--- config.mk ---
export PLATFORM = sky130hd
export DESIGN_NAME = axi_reg_arbiter_flat
export DESIGN_NICKNAME = d
export VERILOG_FILES = /design/src/rtl/axi_reg_arbiter_pkg.sv /design/src/rtl/axi_reg_arbiter_if.sv /design/src/rtl/axi_reg_arbiter_rr_arbiter.sv /design/src/rtl/axi_reg_arbiter.sv /design/src/flat_wrapper.sv
export SDC_FILE = /design/constraint.sdc
export NUM_CORES = 1
export LEC_CHECK = 0
export CAP_MARGIN = 10
export CORE_AREA = 2 2 133 135
export DETAILED_ROUTE_END_ITERATION = 7
export DIE_AREA = 0 0 135 137
export GPL_TIMING_DRIVEN = 0
export PLACE_DENSITY = 0.72
export SYNTH_ARGS = -nofsm -noshare
export SYNTH_HDL_FRONTEND = slang
export SYNTH_SLANG_ARGS = --single-unit
--- constraint.sdc ---
create_clock -name clk -period 1.75 [get_ports clk]
set_input_delay 0.4375 -clock clk [delete_from_list [all_inputs] [get_ports clk]]
set_output_delay 0.4375 -clock clk [all_outputs]
set_load 0.1 [all_outputs]
--- src/rtl/axi_reg_arbiter_pkg.sv ---
// rtl/axi_reg_arbiter_pkg.sv - shared types and constants for the AXI register arbiter
package axi_reg_pkg;

  localparam int AXI_ID_W   = 4;
  localparam int AXI_DATA_W = 32;
  localparam int STRB_W     = 4;

  localparam logic [1:0] RESP_OKAY   = 2'b00;
  localparam logic [1:0] RESP_SLVERR = 2'b10;

  typedef enum logic [2:0] {
    ST_IDLE,
    ST_WR_REQ,
    ST_WR_RESP,
    ST_RD_REQ,
    ST_RD_DATA,
    ST_ERR_RSP
  } arb_state_t;

endpackage

--- src/rtl/axi_reg_arbiter_if.sv ---
// rtl/axi_reg_arbiter_if.sv - single-beat AXI bus between arbiter (master) and register bank (slave)
interface axi_reg_arbiter_if #(
  parameter int ADDR_W = 32
);
  import axi_reg_pkg::*;

  logic [AXI_ID_W-1:0]   awid;
  logic [ADDR_W-1:0]     awaddr;
  logic                  awvalid;
  logic                  awready;
  logic [AXI_ID_W-1:0]   wid;
  logic [AXI_DATA_W-1:0] wdata;
  logic [STRB_W-1:0]     wstrb;
  logic                  wlast;
  logic                  wvalid;
  logic                  wready;
  logic [AXI_ID_W-1:0]   bid;
  logic [1:0]            bresp;
  logic                  bvalid;
  logic                  bready;
  logic [AXI_ID_W-1:0]   arid;
  logic [ADDR_W-1:0]     araddr;
  logic                  arvalid;
  logic                  arready;
  logic [AXI_ID_W-1:0]   rid;
  logic [AXI_DATA_W-1:0] rdata;
  logic                  rvalid;
  logic                  rready;

  modport master (
    output awid, awaddr, awvalid, input awready,
    output wid, wdata, wstrb, wlast, wvalid, input wready,
    input bid, bresp, bvalid, output bready,
    output arid, araddr, arvalid, input arready,
    input rid, rdata, rvalid, output rready
  );

  modport slave (
    input awid, awaddr, awvalid, output awready,
    input wid, wdata, wstrb, wlast, wvalid, output wready,
    output bid, bresp, bvalid, input bready,
    input arid, araddr, arvalid, output arready,
    output rid, rdata, rvalid, input rready
  );

endinterface

--- src/rtl/axi_reg_arbiter_rr_arbiter.sv ---
// rtl/axi_reg_arbiter_rr_arbiter.sv - combinational round-robin pick starting after the last winner
module rr_arbiter #(
  parameter int N_REQ = 2,
  parameter int IDX_W = 1
) (
  input  logic [N_REQ-1:0] i_req,
  input  logic [IDX_W-1:0] i_ptr,
  input  logic             i_enable,
  output logic [N_REQ-1:0] o_grant,
  output logic [IDX_W-1:0] o_idx
);

  logic w_found;

  function automatic logic [IDX_W-1:0] wrap_idx(input int v);
    return IDX_W'(v % N_REQ);
  endfunction

  // scan ptr+1, ptr+2, ... wrapping; the last granted index gets lowest priority
  always_comb begin
    o_grant = '0;
    o_idx   = '0;
    w_found = 1'b0;
    for (int k = 1; k <= N_REQ; k++) begin
      if (i_enable && !w_found && i_req[wrap_idx(int'(i_ptr) + k)]) begin
        w_found                           = 1'b1;
        o_grant[wrap_idx(int'(i_ptr) + k)] = 1'b1;
        o_idx                             = wrap_idx(int'(i_ptr) + k);
      end
    end
  end

endmodule

--- src/rtl/axi_reg_arbiter.sv ---
// rtl/axi_reg_arbiter.sv - round-robin sharing of one AXI register slave among local requesters
module axi_reg_arbiter
  import axi_reg_pkg::*;
#(
  parameter int N_REQ     = 2,
  parameter int REG_COUNT = 8,
  parameter int ADDR_W    = 32
) (
  input  logic                    clk,
  input  logic                    areset,
  input  logic [N_REQ-1:0]        req_valid_i,
  output logic [N_REQ-1:0]        req_ready_o,
  input  logic [N_REQ-1:0]        req_we_i,
  input  logic [N_REQ*ADDR_W-1:0] req_addr_i,
  input  logic [N_REQ*32-1:0]     req_wdata_i,
  input  logic [N_REQ*4-1:0]      req_wstrb_i,
  output logic [N_REQ-1:0]        rsp_valid_o,
  output logic [31:0]             rsp_rdata_o,
  output logic                    rsp_err_o,
  axi_reg_arbiter_if.master       m_axi
);

  localparam int IDX_W = (N_REQ > 1) ? $clog2(N_REQ) : 1;

  arb_state_t          r_state;
  arb_state_t          w_next;
  logic [IDX_W-1:0]    r_ptr;
  logic [IDX_W-1:0]    r_gnt;
  logic [ADDR_W-1:0]   r_addr;
  logic [31:0]         r_wdata;
  logic [3:0]          r_wstrb;
  logic                r_awvalid;
  logic                r_wvalid;
  logic                r_arvalid;
  logic [N_REQ-1:0]    r_rsp_valid;
  logic                r_rsp_err;
  logic [31:0]         r_rsp_rdata;

  logic [N_REQ-1:0]    w_grant;
  logic [IDX_W-1:0]    w_idx;
  logic                w_capture;
  logic [ADDR_W-1:0]   w_cmd_addr;
  logic                w_cmd_we;
  logic                w_cmd_bad;
  logic                w_aw_done;
  logic                w_w_done;
  logic                w_b_fire;
  logic                w_r_fire;
  logic [AXI_ID_W-1:0] w_id;

  rr_arbiter #(
    .N_REQ (N_REQ),
    .IDX_W (IDX_W)
  ) u_rr (
    .i_req    (req_valid_i),
    .i_ptr    (r_ptr),
    .i_enable ((r_state == ST_IDLE) && !areset),
    .o_grant  (w_grant),
    .o_idx    (w_idx)
  );

  assign w_capture  = (r_state == ST_IDLE) && (w_grant != '0);
  assign w_cmd_addr = req_addr_i[int'(w_idx)*ADDR_W +: ADDR_W];
  assign w_cmd_we   = req_we_i[w_idx];
  assign w_cmd_bad  = (w_cmd_addr >= ADDR_W'(REG_COUNT));
  assign w_aw_done  = !r_awvalid || m_axi.awready;
  assign w_w_done   = !r_wvalid || m_axi.wready;
  assign w_b_fire   = (r_state == ST_WR_RESP) && m_axi.bvalid;
  assign w_r_fire   = (r_state == ST_RD_DATA) && m_axi.rvalid;
  assign w_id       = AXI_ID_W'(r_gnt);

  assign m_axi.awid    = w_id;
  assign m_axi.awaddr  = r_addr;
  assign m_axi.awvalid = r_awvalid;
  assign m_axi.wid     = w_id;
  assign m_axi.wdata   = r_wdata;
  assign m_axi.wstrb   = r_wstrb;
  assign m_axi.wlast   = 1'b1;
  assign m_axi.wvalid  = r_wvalid;
  assign m_axi.arid    = w_id;
  assign m_axi.araddr  = r_addr;
  assign m_axi.arvalid = r_arvalid;
  assign rsp_valid_o   = r_rsp_valid;
  assign rsp_rdata_o   = r_rsp_rdata;
  assign rsp_err_o     = r_rsp_err;

  // state register
  always_ff @(posedge clk) begin
    if (areset) r_state <= ST_IDLE;
    else        r_state <= w_next;
  end

  // next state plus the combinational handshakes (grant, bready, rready)
  always_comb begin
    w_next       = r_state;
    req_ready_o  = '0;
    m_axi.bready = 1'b0;
    m_axi.rready = 1'b0;
    case (r_state)
      ST_IDLE: begin
        req_ready_o = w_grant;
        if (w_capture) begin
          if (w_cmd_bad)     w_next = ST_ERR_RSP;
          else if (w_cmd_we) w_next = ST_WR_REQ;
          else               w_next = ST_RD_REQ;
        end
      end
      ST_WR_REQ:  if (w_aw_done && w_w_done) w_next = ST_WR_RESP;
      ST_WR_RESP: begin
        m_axi.bready = 1'b1;
        if (m_axi.bvalid) w_next = ST_IDLE;
      end
      ST_RD_REQ:  if (m_axi.arready) w_next = ST_RD_DATA;
      ST_RD_DATA: begin
        m_axi.rready = 1'b1;
        if (m_axi.rvalid) w_next = ST_IDLE;
      end
      ST_ERR_RSP: w_next = ST_IDLE;
      default:    w_next = ST_IDLE;
    endcase
  end

  // command capture, independent AW/W valid retirement and the one-cycle response pulse
  always_ff @(posedge clk) begin
    if (areset) begin
      r_ptr       <= '0;
      r_gnt       <= '0;
      r_addr      <= '0;
      r_wdata     <= '0;
      r_wstrb     <= '0;
      r_awvalid   <= 1'b0;
      r_wvalid    <= 1'b0;
      r_arvalid   <= 1'b0;
      r_rsp_valid <= '0;
      r_rsp_err   <= 1'b0;
      r_rsp_rdata <= '0;
    end else begin
      r_rsp_valid <= '0;
      r_rsp_err   <= 1'b0;
      if (w_capture) begin
        r_ptr     <= w_idx;
        r_gnt     <= w_idx;
        r_addr    <= w_cmd_addr;
        r_wdata   <= req_wdata_i[int'(w_idx)*32 +: 32];
        r_wstrb   <= req_wstrb_i[int'(w_idx)*4 +: 4];
        r_awvalid <= w_cmd_we && !w_cmd_bad;
        r_wvalid  <= w_cmd_we && !w_cmd_bad;
        r_arvalid <= !w_cmd_we && !w_cmd_bad;
        if (w_cmd_bad) begin
          r_rsp_valid <= w_grant;
          r_rsp_err   <= 1'b1;
        end
      end
      if (r_awvalid && m_axi.awready) r_awvalid <= 1'b0;
      if (r_wvalid && m_axi.wready)   r_wvalid  <= 1'b0;
      if (r_arvalid && m_axi.arready) r_arvalid <= 1'b0;
      if (w_b_fire) begin
        r_rsp_valid <= N_REQ'(1) << r_gnt;
        r_rsp_err   <= (m_axi.bresp != RESP_OKAY) || (m_axi.bid != w_id);
      end
      if (w_r_fire) begin
        r_rsp_valid <= N_REQ'(1) << r_gnt;
        r_rsp_err   <= (m_axi.rid != w_id);
        r_rsp_rdata <= m_axi.rdata;
      end
    end
  end

endmodule

--- src/flat_wrapper.sv ---
// flat-port wrapper written by rule: the top's interface ports become plain ports
module axi_reg_arbiter_flat import axi_reg_pkg::*;
#(
  parameter int N_REQ     = 2,
  parameter int REG_COUNT = 8,
  parameter int ADDR_W    = 32
)
  (clk, areset, req_valid_i, req_ready_o, req_we_i, req_addr_i, req_wdata_i, req_wstrb_i, rsp_valid_o, rsp_rdata_o, rsp_err_o, m_axi_awid, m_axi_awaddr, m_axi_awvalid, m_axi_awready, m_axi_wid, m_axi_wdata, m_axi_wstrb, m_axi_wlast, m_axi_wvalid, m_axi_wready, m_axi_bid, m_axi_bresp, m_axi_bvalid, m_axi_bready, m_axi_arid, m_axi_araddr, m_axi_arvalid, m_axi_arready, m_axi_rid, m_axi_rdata, m_axi_rvalid, m_axi_rready);
  axi_reg_arbiter_if #(.ADDR_W(ADDR_W)) m_axi_i ();
  input  logic clk;
  input  logic areset;
  input  logic [N_REQ-1:0] req_valid_i;
  output logic [N_REQ-1:0] req_ready_o;
  input  logic [N_REQ-1:0] req_we_i;
  input  logic [N_REQ*ADDR_W-1:0] req_addr_i;
  input  logic [N_REQ*32-1:0] req_wdata_i;
  input  logic [N_REQ*4-1:0] req_wstrb_i;
  output logic [N_REQ-1:0] rsp_valid_o;
  output logic [31:0] rsp_rdata_o;
  output logic rsp_err_o;
  output wire logic [$bits(m_axi_i.awid)-1:0] m_axi_awid;
  output wire logic [$bits(m_axi_i.awaddr)-1:0] m_axi_awaddr;
  output wire logic [$bits(m_axi_i.awvalid)-1:0] m_axi_awvalid;
  input wire logic [$bits(m_axi_i.awready)-1:0] m_axi_awready;
  output wire logic [$bits(m_axi_i.wid)-1:0] m_axi_wid;
  output wire logic [$bits(m_axi_i.wdata)-1:0] m_axi_wdata;
  output wire logic [$bits(m_axi_i.wstrb)-1:0] m_axi_wstrb;
  output wire logic [$bits(m_axi_i.wlast)-1:0] m_axi_wlast;
  output wire logic [$bits(m_axi_i.wvalid)-1:0] m_axi_wvalid;
  input wire logic [$bits(m_axi_i.wready)-1:0] m_axi_wready;
  input wire logic [$bits(m_axi_i.bid)-1:0] m_axi_bid;
  input wire logic [$bits(m_axi_i.bresp)-1:0] m_axi_bresp;
  input wire logic [$bits(m_axi_i.bvalid)-1:0] m_axi_bvalid;
  output wire logic [$bits(m_axi_i.bready)-1:0] m_axi_bready;
  output wire logic [$bits(m_axi_i.arid)-1:0] m_axi_arid;
  output wire logic [$bits(m_axi_i.araddr)-1:0] m_axi_araddr;
  output wire logic [$bits(m_axi_i.arvalid)-1:0] m_axi_arvalid;
  input wire logic [$bits(m_axi_i.arready)-1:0] m_axi_arready;
  input wire logic [$bits(m_axi_i.rid)-1:0] m_axi_rid;
  input wire logic [$bits(m_axi_i.rdata)-1:0] m_axi_rdata;
  input wire logic [$bits(m_axi_i.rvalid)-1:0] m_axi_rvalid;
  output wire logic [$bits(m_axi_i.rready)-1:0] m_axi_rready;
  assign m_axi_awid = m_axi_i.awid;
  assign m_axi_awaddr = m_axi_i.awaddr;
  assign m_axi_awvalid = m_axi_i.awvalid;
  assign m_axi_i.awready = m_axi_awready;
  assign m_axi_wid = m_axi_i.wid;
  assign m_axi_wdata = m_axi_i.wdata;
  assign m_axi_wstrb = m_axi_i.wstrb;
  assign m_axi_wlast = m_axi_i.wlast;
  assign m_axi_wvalid = m_axi_i.wvalid;
  assign m_axi_i.wready = m_axi_wready;
  assign m_axi_i.bid = m_axi_bid;
  assign m_axi_i.bresp = m_axi_bresp;
  assign m_axi_i.bvalid = m_axi_bvalid;
  assign m_axi_bready = m_axi_i.bready;
  assign m_axi_arid = m_axi_i.arid;
  assign m_axi_araddr = m_axi_i.araddr;
  assign m_axi_arvalid = m_axi_i.arvalid;
  assign m_axi_i.arready = m_axi_arready;
  assign m_axi_i.rid = m_axi_rid;
  assign m_axi_i.rdata = m_axi_rdata;
  assign m_axi_i.rvalid = m_axi_rvalid;
  assign m_axi_rready = m_axi_i.rready;
  axi_reg_arbiter #(.N_REQ(N_REQ), .REG_COUNT(REG_COUNT), .ADDR_W(ADDR_W)) u_core (.clk(clk), .areset(areset), .req_valid_i(req_valid_i), .req_ready_o(req_ready_o), .req_we_i(req_we_i), .req_addr_i(req_addr_i), .req_wdata_i(req_wdata_i), .req_wstrb_i(req_wstrb_i), .rsp_valid_o(rsp_valid_o), .rsp_rdata_o(rsp_rdata_o), .rsp_err_o(rsp_err_o), .m_axi(m_axi_i));
endmodule
==> impl_metrics.tcl, run 1 <==
set metrics [dict create \
    cts_buffers 9 \
    vias_per_cell 4.89 \
    grt_remaining_overflow 0 \
    cp.required_ps 1310 \
    synth_area_sq_mm 0.00507 \
    async_reset_ff_share_pct 0 \
    drt-wirelength-per-cell_um 17.8 \
    synth_compound_area_share_pct 17.7 \
    synth_top_family_by_area "simple AND/OR/NAND/NOR gates" \
    path_clk_slew_ps 80 \
    timing.final.crit_period_ps 2090 \
    grt_pass1_vias 5899 \
    ir_drop_uv 850 \
    max_freq_ghz 0.479 \
    synth.distinct_cells 37 \
    clk_latency_ps 360 \
    routed_wl_um 22700 \
    grt_max_degree 21 \
    yosys-mux-area-fraction_pct 0.864 \
    layout_setup_ws_ps -340 \
    dieArea_sq_mm 0.0185 \
    outcome "finished, violations left" \
    cts-root-buf "clkbuf_16" \
    skew_ps 10.3 \
    die_w_um 135 \
    avgSynthCellArea_sq_um 7.73 \
    grt.total_usage_pct 22.7 \
    synth-simple-area-share_pct 25.6 \
    cp-end-kind "output port" \
    drt_iter0_markers 290 \
    drv_cap 0 \
    design.core.area_sq_mm 0.0171 \
    port_buffers 333 \
    start_util_pct 29.7 \
    antenna_found_initial 1 \
    drive_gt1_share_pct 39.7 \
    rsz0062_at_grt "yes" \
    drc 0 \
    hold_path_class "in -> reg" \
    critPathLaunchType "register" \
    synth-main-ff-cell "dfxtp_1" \
    die_y_um 137 \
    finish.instance_area_sq_mm 0.0101 \
    final_antenna_net_count 0 \
    area_delta_synth_final_pct 98.5 \
    vias 6225 \
    rrSetupSlack_ps -320 \
    path_class "reg -> out" \
    report.final.slew_viol_count 0 \
    clock_tree.buffer_depth 2 \
    cts.hold.buffers_added 0 \
    cp_max_fo 3 \
    power.leakage_uw 0.00403 \
    final_core_util_pct 59.0 \
    slew_headroom_pct 44.6 \
    arrival_ps 1650 \
    hold_viol_final 0 \
    cts_htree_levels 3 \
    cellPowerDensity_mw_per_mm2 1490 \
    cts_sinks 110 \
    ys_ff_latch 110 \
    final.period_utilization_pct 119 \
    placed_area_sq_mm 0.00879 \
    std_cell_rows 48 \
    worst_pin_slew_ps 831 \
    ys_seq_area_share_pct 43.4 \
    drt_first_pass_iters 5 \
    syn_inst 656 \
    setup_viol 70 \
    synth_edf_count 0 \
    violations "negative setup slack" \
    finalSetupTns_ps -10870 \
    fin_hold_ws_ps 427 \
    final_cell_mix "nand2_1, clkdlybuf4s50_1, clkdlybuf4s15_2" \
    gp_congestion 0.881 \
    cts_tree "yes" \
    synthAdderAreaFrac_pct 0 \
    fin_nets 1231 \
    final_common_cell "nand2_1" \
    hpwl_um 16100 \
    synth_xor_area_share_pct 0.346 \
    grt_pass1_wl_um 32300 \
    design_power_total_uw 15000 \
    ys_warn_count 0 \
    top_level_ports 344 \
]
## synthesized netlist by cell type (3+ instances only)
| master | number | share of area [%] |
|---|---|---|
| inv_1 | 5 | 0.37 |
| a21oi_1 | 35 | 3.5 |
| clkbuf_1 | 24 | 1.8 |
| buf_4 | 50 | 7.4 |
| nand3_1 | 5 | 0.49 |
| nand2_1 | 205 | 15 |
| nand2b_1 | 3 | 0.37 |
| o21ai_0 | 3 | 0.30 |
| a311oi_1 | 68 | 12 |
| buf_2 | 20 | 2.0 |
| mux2_2 | 3 | 0.67 |
| nor3_1 | 4 | 0.39 |
| dfxtp_1 | 110 | 43 |
| nor2_1 | 77 | 5.7 |
| nor4_1 | 14 | 1.7 |
| nand4_1 | 3 | 0.37 |
## per-layer routing
layer  share of wire (%)  GRT usage [%]  vias up
li1                    -              -     2992
met1                  40           27.7     2891
met2                  50           39.1      291
met3                 7.7           5.48       51
met4                 2.4           7.93        0
met5                   0              0        -
## stage by stage
step	instances	worst slack, ps
after floorplan	664	-452
after global placement	1222	-1640
after detailed placement	1222	-1650
after CTS	1265	-350
after global routing	1273	-404
final	1274	-340
## sequential cells by signal, indices dropped and copies added (netlist names), 2 cells and up
signal and count:
u_core.m_axi.araddr 32, u_core.m_axi.wdata 32, u_core.rsp_rdata_o 32, u_core.m_axi.wstrb 4
u_core.r_state 3, u_core.rsp_valid_o 2
## final timing paths
kind | from | to | cells after the start
setup / recovery | u_core.r_state[2] | req_ready_o[1] | 6
hold / removal | req_addr_i[50] | u_core.m_axi.araddr[18] | 3
setup reg to reg | u_core.r_state[2] | u_core.m_axi.araddr[23] | 11
hold reg to reg | u_core.rsp_rdata_o[8] | u_core.rsp_rdata_o[8] | 2
## worst max-delay path: stages, from the launching register on
cell and delay (ps):
dfxtp_4 360, nor4_4 330, nand3_2 150, buf_12 160, clkinv_8 40, buf_8 90
buf_12 160
## final cells by class
cell class	instances	area, sq um
plain buffers	92	696
repair buffers	370	3700
inverters	6	38.8
multi-input cells	453	2800
clock inverters	7	65.1
flip-flops and latches	110	2250
well taps	225	282
diodes	2	5.00
fillers	1566	6990
clock buffers	9	225
## logic make-up after synthesis
kind of cell,Yosys count
AO/OA/AOI/OAI,119
AND/OR/NAND/NOR,318
buffers and inverters,101
other,2
XOR/XNOR,2
flip-flops,110
multiplexers,4
## power by group
group / internal (uW) / leakage, uW / switching, uW / total (uW)
Sequential: 3040 / 0.000916 / 366 / 3410
Clock: 1000 / 0.000140 / 1060 / 2060
Combinational: 2610 / 0.00297 / 6930 / 9550
Total: 6660 / 0.00403 / 8360 / 15000
## timing repair
action                     CTS  global route
pin swaps                   34            42
buffers inserted            21            15
gates cloned                 6             1
setup endpoints to repair  255           127
resized for setup          668           151
Note: power is estimated with default switching activity, not from simulation.
==> run 2, diff against run 1 <==
--- a/config.mk
+++ b/config.mk
@@ -11,6 +11,8 @@
 export DIE_AREA = 0 0 135 137
 export GPL_TIMING_DRIVEN = 0
 export PLACE_DENSITY = 0.72
+export SETUP_SLACK_MARGIN = 0.15
+export SLEW_MARGIN = 0
 export SYNTH_ARGS = -nofsm -noshare
 export SYNTH_HDL_FRONTEND = slang
 export SYNTH_SLANG_ARGS = --single-unit
==> impl_metrics.tcl, run 2 (same netlist as run 1, synthesis figures left out) <==
set metrics [dict create \
    cp_max_fo 3 \
    clock_tree.buffer_depth 2 \
    slew_headroom_pct 57.0 \
    final.period_utilization_pct 120 \
    grt_pass1_wl_um 32000 \
    final_core_util_pct 58.9 \
    start_util_pct 29.7 \
    drive_gt1_share_pct 42.1 \
    drt_iter0_markers 276 \
    fillers 1568 \
    hold_path_class "in -> reg" \
    dieArea_sq_mm 0.0185 \
    layout_setup_ws_ps -348 \
    grt_remaining_overflow 0 \
    final_common_cell "nand2_1" \
    cts-root-buf "clkbuf_16" \
    drt-wirelength-per-cell_um 17.9 \
    cp-end-kind "output port" \
    die_w_um 135 \
    ir_drop_uv 857 \
    grt_max_degree 17 \
    cts_sinks 110 \
    path_clk_slew_ps 70 \
    max_freq_ghz 0.477 \
    std_cell_rows 48 \
    timing.final.crit_period_ps 2100 \
    report.final.slew_viol_count 0 \
    final_cell_mix "nand2_1, clkdlybuf4s50_1, buf_4" \
    skew_ps 5.33 \
    finalSetupTns_ps -12780 \
    grt_pass1_vias 5937 \
    fin_nets 1236 \
    cellPowerDensity_mw_per_mm2 1520 \
    worst_pin_slew_ps 639 \
    cts_buffers 9 \
    die_y_um 137 \
    area_delta_synth_final_pct 98.1 \
    violations "negative setup slack" \
    cts_tree "yes" \
    rsz0062_at_grt "yes" \
    hold_viol_final 0 \
    clk_latency_ps 350 \
    routed_wl_um 22900 \
    path_class "reg -> out" \
    power.leakage_uw 0.00439 \
    top_level_ports 344 \
    final_antenna_net_count 0 \
    vias 6296 \
    hpwl_um 16200 \
    gp_congestion 0.884 \
    vias_per_cell 4.93 \
    cp.required_ps 1310 \
    drv_cap 0 \
    arrival_ps 1660 \
    grt.total_usage_pct 22.4 \
    antenna_found_initial 1 \
    design.core.area_sq_mm 0.0171 \
    port_buffers 333 \
    cts_htree_levels 3 \
    drt_first_pass_iters 5 \
    cts.hold.buffers_added 0 \
    setup_viol 82 \
    outcome "finished, violations left" \
    critPathLaunchType "register" \
    drc 0 \
]
[run 2: cell count changes in the layout (fill, tap and decap cells not counted), sizes merged]
| cell | before | now |
|---|---|---|
| clkdlybuf4s15 | 82 | 6 |
| clkdlybuf4s18 | 17 | 0 |
| buf | 156 | 240 |
| diode | 2 | 1 |
| inv | 8 | 5 |
| dlymetal6s2s | 1 | 17 |
| clkbuf | 28 | 50 |
| clkdlybuf4s50 | 145 | 135 |
| dlygate4sd2 | 42 | 30 |
[run 2: report_power, final]
part	switching (uW)	internal, uW
registers	347	3040
logic	7050	2860
clock network	963	960
total	8360	6860
[run 2: repair_timing]
item                                    in CTS  in global routing
gates cloned                                 2                  9
setup buffers                               18                 10
endpoints found under the setup margin     255                132
hold endpoints to repair                     0                  0
pin swaps                                   30                 73
gates resized for setup                    941                200
[run 2: cell type report]
class | instances | area [sq um] | area share, %
antenna | 1 | 2.50 | 0.0249
buffer | 95 | 891 | 8.87
clock buffer | 11 | 233 | 2.32
clock inverter | 4 | 23.8 | 0.237
inverter | 6 | 40.0 | 0.399
multi-input combinational | 453 | 2900 | 28.8
sequential | 110 | 2260 | 22.5
tap | 225 | 282 | 2.80
timing repair buffer | 372 | 3420 | 34.0
[run 2: final timing paths]
| check | from | endpoint | slack [ps] | cells past startpoint |
|---|---|---|---|---|
| max | u_core.r_state[2] | req_ready_o[1] | -350 | 6 |
| min | req_addr_i[5] | u_core.m_axi.araddr[5] | 400 | 3 |
| max reg2reg | u_core.r_state[2] | u_core.m_axi.araddr[21] | -240 | 10 |
| min reg2reg | u_core.rsp_rdata_o[16] | u_core.rsp_rdata_o[16] | 450 | 2 |
[run 2: per-stage QoR]
step / setup WS [ps] / instances / instance area, sq um / hold WS [ps] / total power (uW)
2_1_floorplan: -452 / 664 / 5210 / 537 / 10100
3_3_place_gp: -1570 / 1222 / 8830 / 441 / 12300
3_5_place_dp: -1560 / 1222 / 8830 / 446 / 12300
4_1_cts: -342 / 1257 / 9080 / 436 / 14400
5_1_grt: -400 / 1277 / 10000 / 421 / 15800
6_report: -348 / 1277 / 10000 / 403 / 15200
[run 2: critical path, stage by stage (launching register included)]
cell,delay [ps]
dfxtp_4,360
nor4_4,330
nand3_2,150
buf_8,160
inv_8,50
buf_12,90
buf_12,160
[run 2: layer usage]
layer | up-vias | GRT usage (%) | wire length (um)
li1 | 2987 | - | -
met3 | 29 | 5.59 | 1840
met5 | - | 0 | 0
met2 | 275 | 39.3 | 11900
met1 | 3005 | 26.6 | 8730
met4 | 0 | 7.70 | 457
